`src/rtl/note_player.sv`:
```
// Square-wave note player: takes one (octave, note, length) triple per handshake and
// drives the buzzer at the note's pitch, finishing every note with a silent gap.
module note_player #(
   parameter int OCTAVE_BITS = 2,
   parameter int NOTE_BITS   = 3,
   parameter int LENGTH_BITS = 3,
   parameter int UNIT_CYCLES = 3125000,
   parameter int GAP_CYCLES  = 250000,
   parameter int SIM_SHIFT   = 0
) (
   input  logic                   clk,
   input  logic                   rst,
   input  logic                   en,
   input  logic                   in_valid,
   output logic                   in_ready,
   input  logic [OCTAVE_BITS-1:0] octave,
   input  logic [NOTE_BITS-1:0]   note,
   input  logic [LENGTH_BITS-1:0] length,
   output logic                   buzzer,
   output logic                   busy,
   output logic                   done
);

   localparam logic [31:0] UNIT = 32'(UNIT_CYCLES);
   localparam logic [31:0] GAP  = 32'(GAP_CYCLES);

   typedef enum logic [1:0] {IDLE = 2'd0, TONE = 2'd1, GAP_ST = 2'd2} state_t;

   state_t state, next_state;

   // Handshake: a note is taken on a rising edge where in_valid && in_ready;
   // in_ready is high only while enabled and idle, nothing else is sampled.
   logic accept;

   logic [31:0] cnt;
   logic [31:0] phase;
   logic [31:0] half_q, tone_len_q, gap_len_q;
   logic        rest_q;

   logic [31:0] len_sel, total_c, half_raw, half_c, tone_len_c, gap_len_c;
   logic        rest_c;
   logic        tone_last, gap_last, finish;

   // Half-period in cycles for octave 0.
   function automatic logic [31:0] pitch(input logic [NOTE_BITS-1:0] n);
      logic [31:0] v;
      case (32'(n))
         0:       v = 32'd382234;
         1:       v = 32'd340530;
         2:       v = 32'd303380;
         3:       v = 32'd286353;
         4:       v = 32'd255102;
         5:       v = 32'd227273;
         6:       v = 32'd202478;
         default: v = 32'd0;
      endcase
      return v;
   endfunction

   always_comb begin
      len_sel    = (32'(length) > 32'd6) ? 32'd6 : 32'(length);
      total_c    = UNIT << len_sel;
      half_raw   = pitch(note) >> (32'(octave) + 32'(SIM_SHIFT));
      half_c     = (half_raw == 32'd0) ? 32'd1 : half_raw;
      tone_len_c = (total_c > GAP) ? total_c - GAP : 32'd0;
      gap_len_c  = (total_c < GAP) ? total_c : GAP;
      rest_c     = (32'(note) == 32'd7);
   end

   assign accept    = in_valid && in_ready;
   assign tone_last = (cnt == tone_len_q - 32'd1);
   assign gap_last  = (cnt == gap_len_q - 32'd1);

   // State register
   always_ff @(posedge clk or posedge rst) begin
      if (rst) state <= IDLE;
      else     state <= next_state;
   end

   // Next-state logic
   always_comb begin
      next_state = state;
      finish     = 1'b0;
      if (!en) begin
         next_state = IDLE;
      end else begin
         case (state)
            IDLE:   if (accept) next_state = (tone_len_c != 32'd0) ? TONE : GAP_ST;
            TONE:   if (tone_last) begin
                       next_state = (gap_len_q == 32'd0) ? IDLE : GAP_ST;
                       finish     = (gap_len_q == 32'd0);
                    end
            GAP_ST: if (gap_last) begin
                       next_state = IDLE;
                       finish     = 1'b1;
                    end
            default: next_state = IDLE;
         endcase
      end
   end

   // Outputs decoded from state
   always_comb begin
      busy     = (state != IDLE);
      in_ready = en && (state == IDLE);
   end

   // Datapath: note latches, duration counter, tone phase and done pulse
   always_ff @(posedge clk or posedge rst) begin
      if (rst) begin
         cnt        <= '0;
         phase      <= '0;
         half_q     <= '0;
         tone_len_q <= '0;
         gap_len_q  <= '0;
         rest_q     <= 1'b0;
         buzzer     <= 1'b0;
         done       <= 1'b0;
      end else begin
         done <= finish;
         if (accept) begin
            half_q     <= half_c;
            tone_len_q <= tone_len_c;
            gap_len_q  <= gap_len_c;
            rest_q     <= rest_c;
         end
         if (next_state != state || state == IDLE) cnt <= '0;
         else                                      cnt <= cnt + 32'd1;
         // Tone toggles only while staying in TONE; any entry or exit restarts at 0.
         if (state == TONE && next_state == TONE) begin
            if (phase == half_q - 32'd1) begin
               phase  <= '0;
               buzzer <= buzzer ^ ~rest_q;
            end else begin
               phase <= phase + 32'd1;
            end
         end else begin
            phase  <= '0;
            buzzer <= 1'b0;
         end
      end
   end

endmodule
```
`config.mk`:
```
export PLATFORM = sky130hd
export DESIGN_NAME = note_player
export DESIGN_NICKNAME = d
export VERILOG_FILES = /design/src/rtl/note_player.sv
export SDC_FILE = /design/constraint.sdc
export NUM_CORES = 1
export LEC_CHECK = 0
export ABC_CLOCK_PERIOD_IN_PS = 13400
export BUFFER_PORTS_ARGS = -buffer_cell sky130_fd_sc_hd__clkbuf_2
export CAP_MARGIN = 40
export CORE_UTILIZATION = 45
export CTS_BUF_LIST = sky130_fd_sc_hd__clkbuf_2
export DETAILED_ROUTE_END_ITERATION = 7
export PLACE_DENSITY = 0.68
export SYNTH_ARGS = -nofsm -noshare
export SYNTH_HDL_FRONTEND = slang
export SYNTH_SLANG_ARGS = --single-unit
```
`constraint.sdc`:
```
create_clock -name clk -period 13.4 [get_ports clk]
set_input_delay 1.34 -clock clk [delete_from_list [all_inputs] [get_ports clk]]
set_output_delay 1.34 -clock clk [all_outputs]
set_load 0.005 [all_outputs]
```
Word level (Yosys, flattened, before mapping):

Cells that the tools add are included.

* input bits: 12
* register bits after elaboration: 165
* logic and storage cells: 68
* output and inout bits: 4

* reductions and logical operators: 10
* shift-type cells: 2
* $add $sub $neg: 6
* $lt $le $gt $ge: 3
* equal/unequal tests: 15
* muxes and demuxes: 21
* bitwise gates (word level): 2

Operator list (count)
* two-way mux 32 bit: 6
* case mux 19 bit (7 select lines): 1
* equality test 32 bit: 3
* subtractor 32 x 1 -> 32 bit, second input constant: 3
* adder 32 x 1 -> 32 bit, second input constant: 2
* logical NOT 32 bit: 2
* greater-than comparator 32 x 18 -> 1 bit, second input constant: 1
* less-than comparator 32 x 18 -> 1 bit, second input constant: 1
* nonzero test 32 bit: 1
* << shifter 22 x 3 -> 32 bit, first input constant: 1
* >> shifter 32 x 2 -> 32 bit: 1
* subtractor 32 x 18 -> 32 bit, second input constant: 1
* equality test 3 bit, second input constant: 4
* two-way mux 2 bit: 6
* equality test 3 x 2 -> 1 bit, second input constant: 2
* case mux 2 bit (3 select lines): 1
* two-way mux 1 bit: 5
* equality test 2 x 1 -> 1 bit, second input constant: 2
* equality test 3 x 1 -> 1 bit, second input constant: 1
* greater-than comparator 3 bit, second input constant: 1
* logical AND 1 bit: 3
* logical NOT 3 bit: 1
* two-way mux 3 bit: 1
* equality test 2 bit, second input constant: 1
* 8 further kinds: 8

Logic depth before layout (Yosys ltp):

* depth in word-level cells: 13
* mapped depth: 13
* gate-level depth less buffers: 11

Worst setup path after synthesis:

No wires, ideal clock.

* path type: register -> register
* from: register gap_len_q[3]
* to: register cnt[20]
* stages on the path, launching flop included: 14
* arrival: 2.913 ns
* setup time: 0.121 ns
* setup slack: 10.366 ns
* path buffers: 2
* clock period less this slack: 3.034 ns
* required time: 13.279 ns
* path through: dfrtp_1 buf_2 inv_1 ha_1 nor4b_1 nand4_1 or3_1 a211oi_1 nand4_1 o31ai_1 a21oi_1 o211ai_2 buf_2 nor2_1

* cells in the longest elaborated chain, start to end: 8
* elaborated cells between the ends (all ways): 11
* those cells by class: add/sub: 1; eq/ne: 2; mux: 6; reduce/logical: 2

Ends and longest elaborated chain
* start: declaration: RTL line 37 `logic [31:0] half_q, tone_len_q, gap_len_q;`
* start signal: assignment: RTL line 124 `gap_len_q <= gap_len_c;`
* subtractor 32 x 1 -> 32 bit / logical NOT 32 bit (equally long branches): RTL line 72, 90
* equality test 32 bit / two-way mux 2 bit (equally long branches): RTL line 72, 90
* two-way mux 2 bit, on equally long branches: RTL line 93, 89
* case mux 2 bit (3 select lines) (*): RTL line 87 `case (state)`
* two-way mux 2 bit (*): RTL line 84 `if (!en) begin`
* inequality test 2 bit (*): RTL line 127 `if (next_state != state || state == IDLE) cnt <= '0;`
* logical OR 1 bit (*): RTL line 127
* two-way mux 32 bit (*): RTL line 127
* end signal: assignment: RTL line 128 `else cnt <= cnt + 32'd1;`
* end: declaration: RTL line 35 `logic [31:0] cnt;`

Every way passes the cells marked *; elsewhere a longest branch is shown, timed or not.
A chain may end at the register's enable or synchronous reset.

Final worst setup path:

* from: register gap_len_q[3]
* to: register cnt[16]

The elaborated chain is that of the path after synthesis.

==> run summary <==
postcts setup bufs: 0
Period minus WS final: 3.84 ns
per-cell routed wire length: 16.2 um
VDD IR max: 0.0454 mV
Placed Cells: 1430
Slew Viols, Final: 0
PwrDens: 88.5 nW/um^2
Die Wd: 151 um
Remaining DRCs: 0
status: completed
Vias: 8445
post-cts resize count: 0
Synth area leaders: dfrtp_1 36%, xnor2_1 7.4%, xor2_1 5.8%
first-pass GRT wire length: 39900 um
utilization after layout: 47.7%
CTS Buffer Depth: 2
# IOs: 16
core area: 21800 sq um
H-tree depth: 4
total detailed-routing wirelength: 23800 um
initial antenna violation count: 1
Min-Delay Path Class: primary input to async pin
Critical Path AT: 4.49 ns
WS Path Type: flip-flop to flip-flop
post-synth top area cell: dfrtp_1
placed inst area: 10200 sq um
worst setup margin: 9.56 ns
die area: 22800 sq um
Layout area overhead: 4.14%
Rel. slew slack: 46.9%
Mapped Area: 10000 sq um
GP Congestion: 0.993
Leak: 4.13 nW
yosys warns: 0
CTS Hold Bufs: 0
Layout Nets: 1191
drt pass-1 iters: 7
commonest cells in the netlist: 143 x dfrtp_1, 142 x nand2_1, 139 x nor2_1
synth unique cells: 77
ANT nets after route: 0
asr flop ratio synth: 100%
Mapped Cells: 1208
post-route cell area: 10400 sq um
Post-Route Skew: 0.0453 ns
number of synthesized flops with an enable pin: 0
measured slew at the worst slew-check pin: 0.796 ns
PortBufs: 15
Worst setup EP type: flip-flop
final hold vios: 0
GRT Overall Usage: 22.2%
syn_nets: 1230
largest net degree at the start of global routing: 78
DR iter-0 viols: 646
hpwl dp: 17200 um
Synth Flop Type: dfrtp_1
CTS Sinks: 143
fill count: 2125
synthesized area per cell: 8.28 sq um
dpl ws: 9.70 ns
total power: 0.922 mW
Initial Utilization: 45.8%
Startpoint Class: flip-flop
clk root buf: clkbuf_2
final period utilization: 28.6%
clock-pin slew on the worst setup and hold paths: 0.26 ns
largest fanout on the critical path: 32
drt via density: 5.77
Fin Hold WS: 0.432 ns
Num CTS Buffers: 17
# Max-Cap Violations: 0
die height: 151 um
fmax: 0.261 GHz
Std-Cell Rows: 54
count leader, synth: dfrtp_1
sequential area share after synthesis: 35.8%
grt total ovfl: 0
Worst-Skew Late Latency: 0.79 ns
TNS Setup: 0 ns
vias in the first global route: 7890
CTS tree: done
Worst EP required: 14.06 ns
share of the synthesized area in the top cell type: 35.8%
register bit total from synthesis: 143
final setup fails: 0
RSZ-0062 raised after global routing: false
share of layout cells above drive strength 1: 7.70%
final non-filler cell total: 1463
area by class of cell:
| class | count | area, sq um | share of cell area (%) |
|---|---|---|---|
| multi-input cells | 964 | 6010 | 57.7 |
| flip-flops and latches | 143 | 3580 | 34.4 |
| well taps | 280 | 350 | 3.36 |
| repair buffers | 22 | 155 | 1.49 |
| clock inverters | 15 | 146 | 1.41 |
| clock buffers | 17 | 85.1 | 0.817 |
| inverters | 21 | 83.8 | 0.805 |
| diodes | 1 | 2.50 | 0.0240 |
report_power, final:
part	switching (mW)	leakage, nW	internal (mW)	total (mW)
combinational	0.0994	2.13	0.0690	0.168
clock	0.180	0.137	0.0731	0.253
sequential	0.0448	1.87	0.456	0.501
total	0.324	4.13	0.598	0.922
registers in the layout, indices dropped and copies added, names as in the netlist:
| register | flops |
|---|---|
| done | 1 |
| gap_len_q | 26 |
| phase | 32 |
| cnt | 32 |
| rest_q | 1 |
| half_q | 19 |
| buzzer | 1 |
| state | 2 |
| tone_len_q | 29 |
routing by layer:
metal	share of wire [%]	track usage [%]	vias to the layer above
met5	0	0	-
met4	3.1	9.35	0
met3	3.8	3.19	44
met2	46	36.1	171
met1	47	29.5	4025
li1	-	-	4205
kinds of logic (layout without fill, tap and decap cells):
family	count (synthesis)	in the layout	synth area share [%]
mux	7	7	0.726
flops	143	143	35.8
compound gates	211	211	13.9
simple gates	584	584	30.8
other cells	0	1	0
xor+xnor	152	152	13.5
fa+ha+maj	10	10	1.25
buf+inv	101	75	4.13
placed cells by master, fill, tap and decap left out, types with 19 or more instances in the layout:
master	n
nand2_1	141
nand3_1	36
clkbuf_2	32
nor2b_1	36
nand4_1	25
inv_1	19
a21oi_1	40
dfrtp_1	143
o21ai_0	63
nor3_1	35
and3_1	25
xnor2_1	85
xor2_1	66
nor2_1	139
nor4_1	30
worst max-delay path: stages (launching register included):
cell	delay (ns)
dfrtp_1	0.53
inv_1	0.11
ha_1	0.28
nor4b_1	0.60
nand4_1	0.21
or3_1	0.42
a211oi_1	0.26
nand4_1	0.18
o31ai_1	0.38
o221ai_1	0.21
o211ai_2	0.09
buf_4	0.34
nor2_1	0.09
final timing paths:
| path | start | end | slack, ns | cells after the start |
|---|---|---|---|---|
| min reg2reg | cnt[0] | cnt[0] | 0.49 | 1 |
| min | rst | gap_len_q[4] | 0.43 | 2 |
| max | gap_len_q[3] | cnt[16] | 9.56 | 12 |
| max reg2reg | gap_len_q[3] | cnt[16] | 9.56 | 12 |
| min in group clk | cnt[0] | cnt[0] | 0.49 | 1 |
| max in group asynchronous | rst | tone_len_q[28] | 11.64 | 4 |
Note: power is estimated with default switching activity, not from simulation.
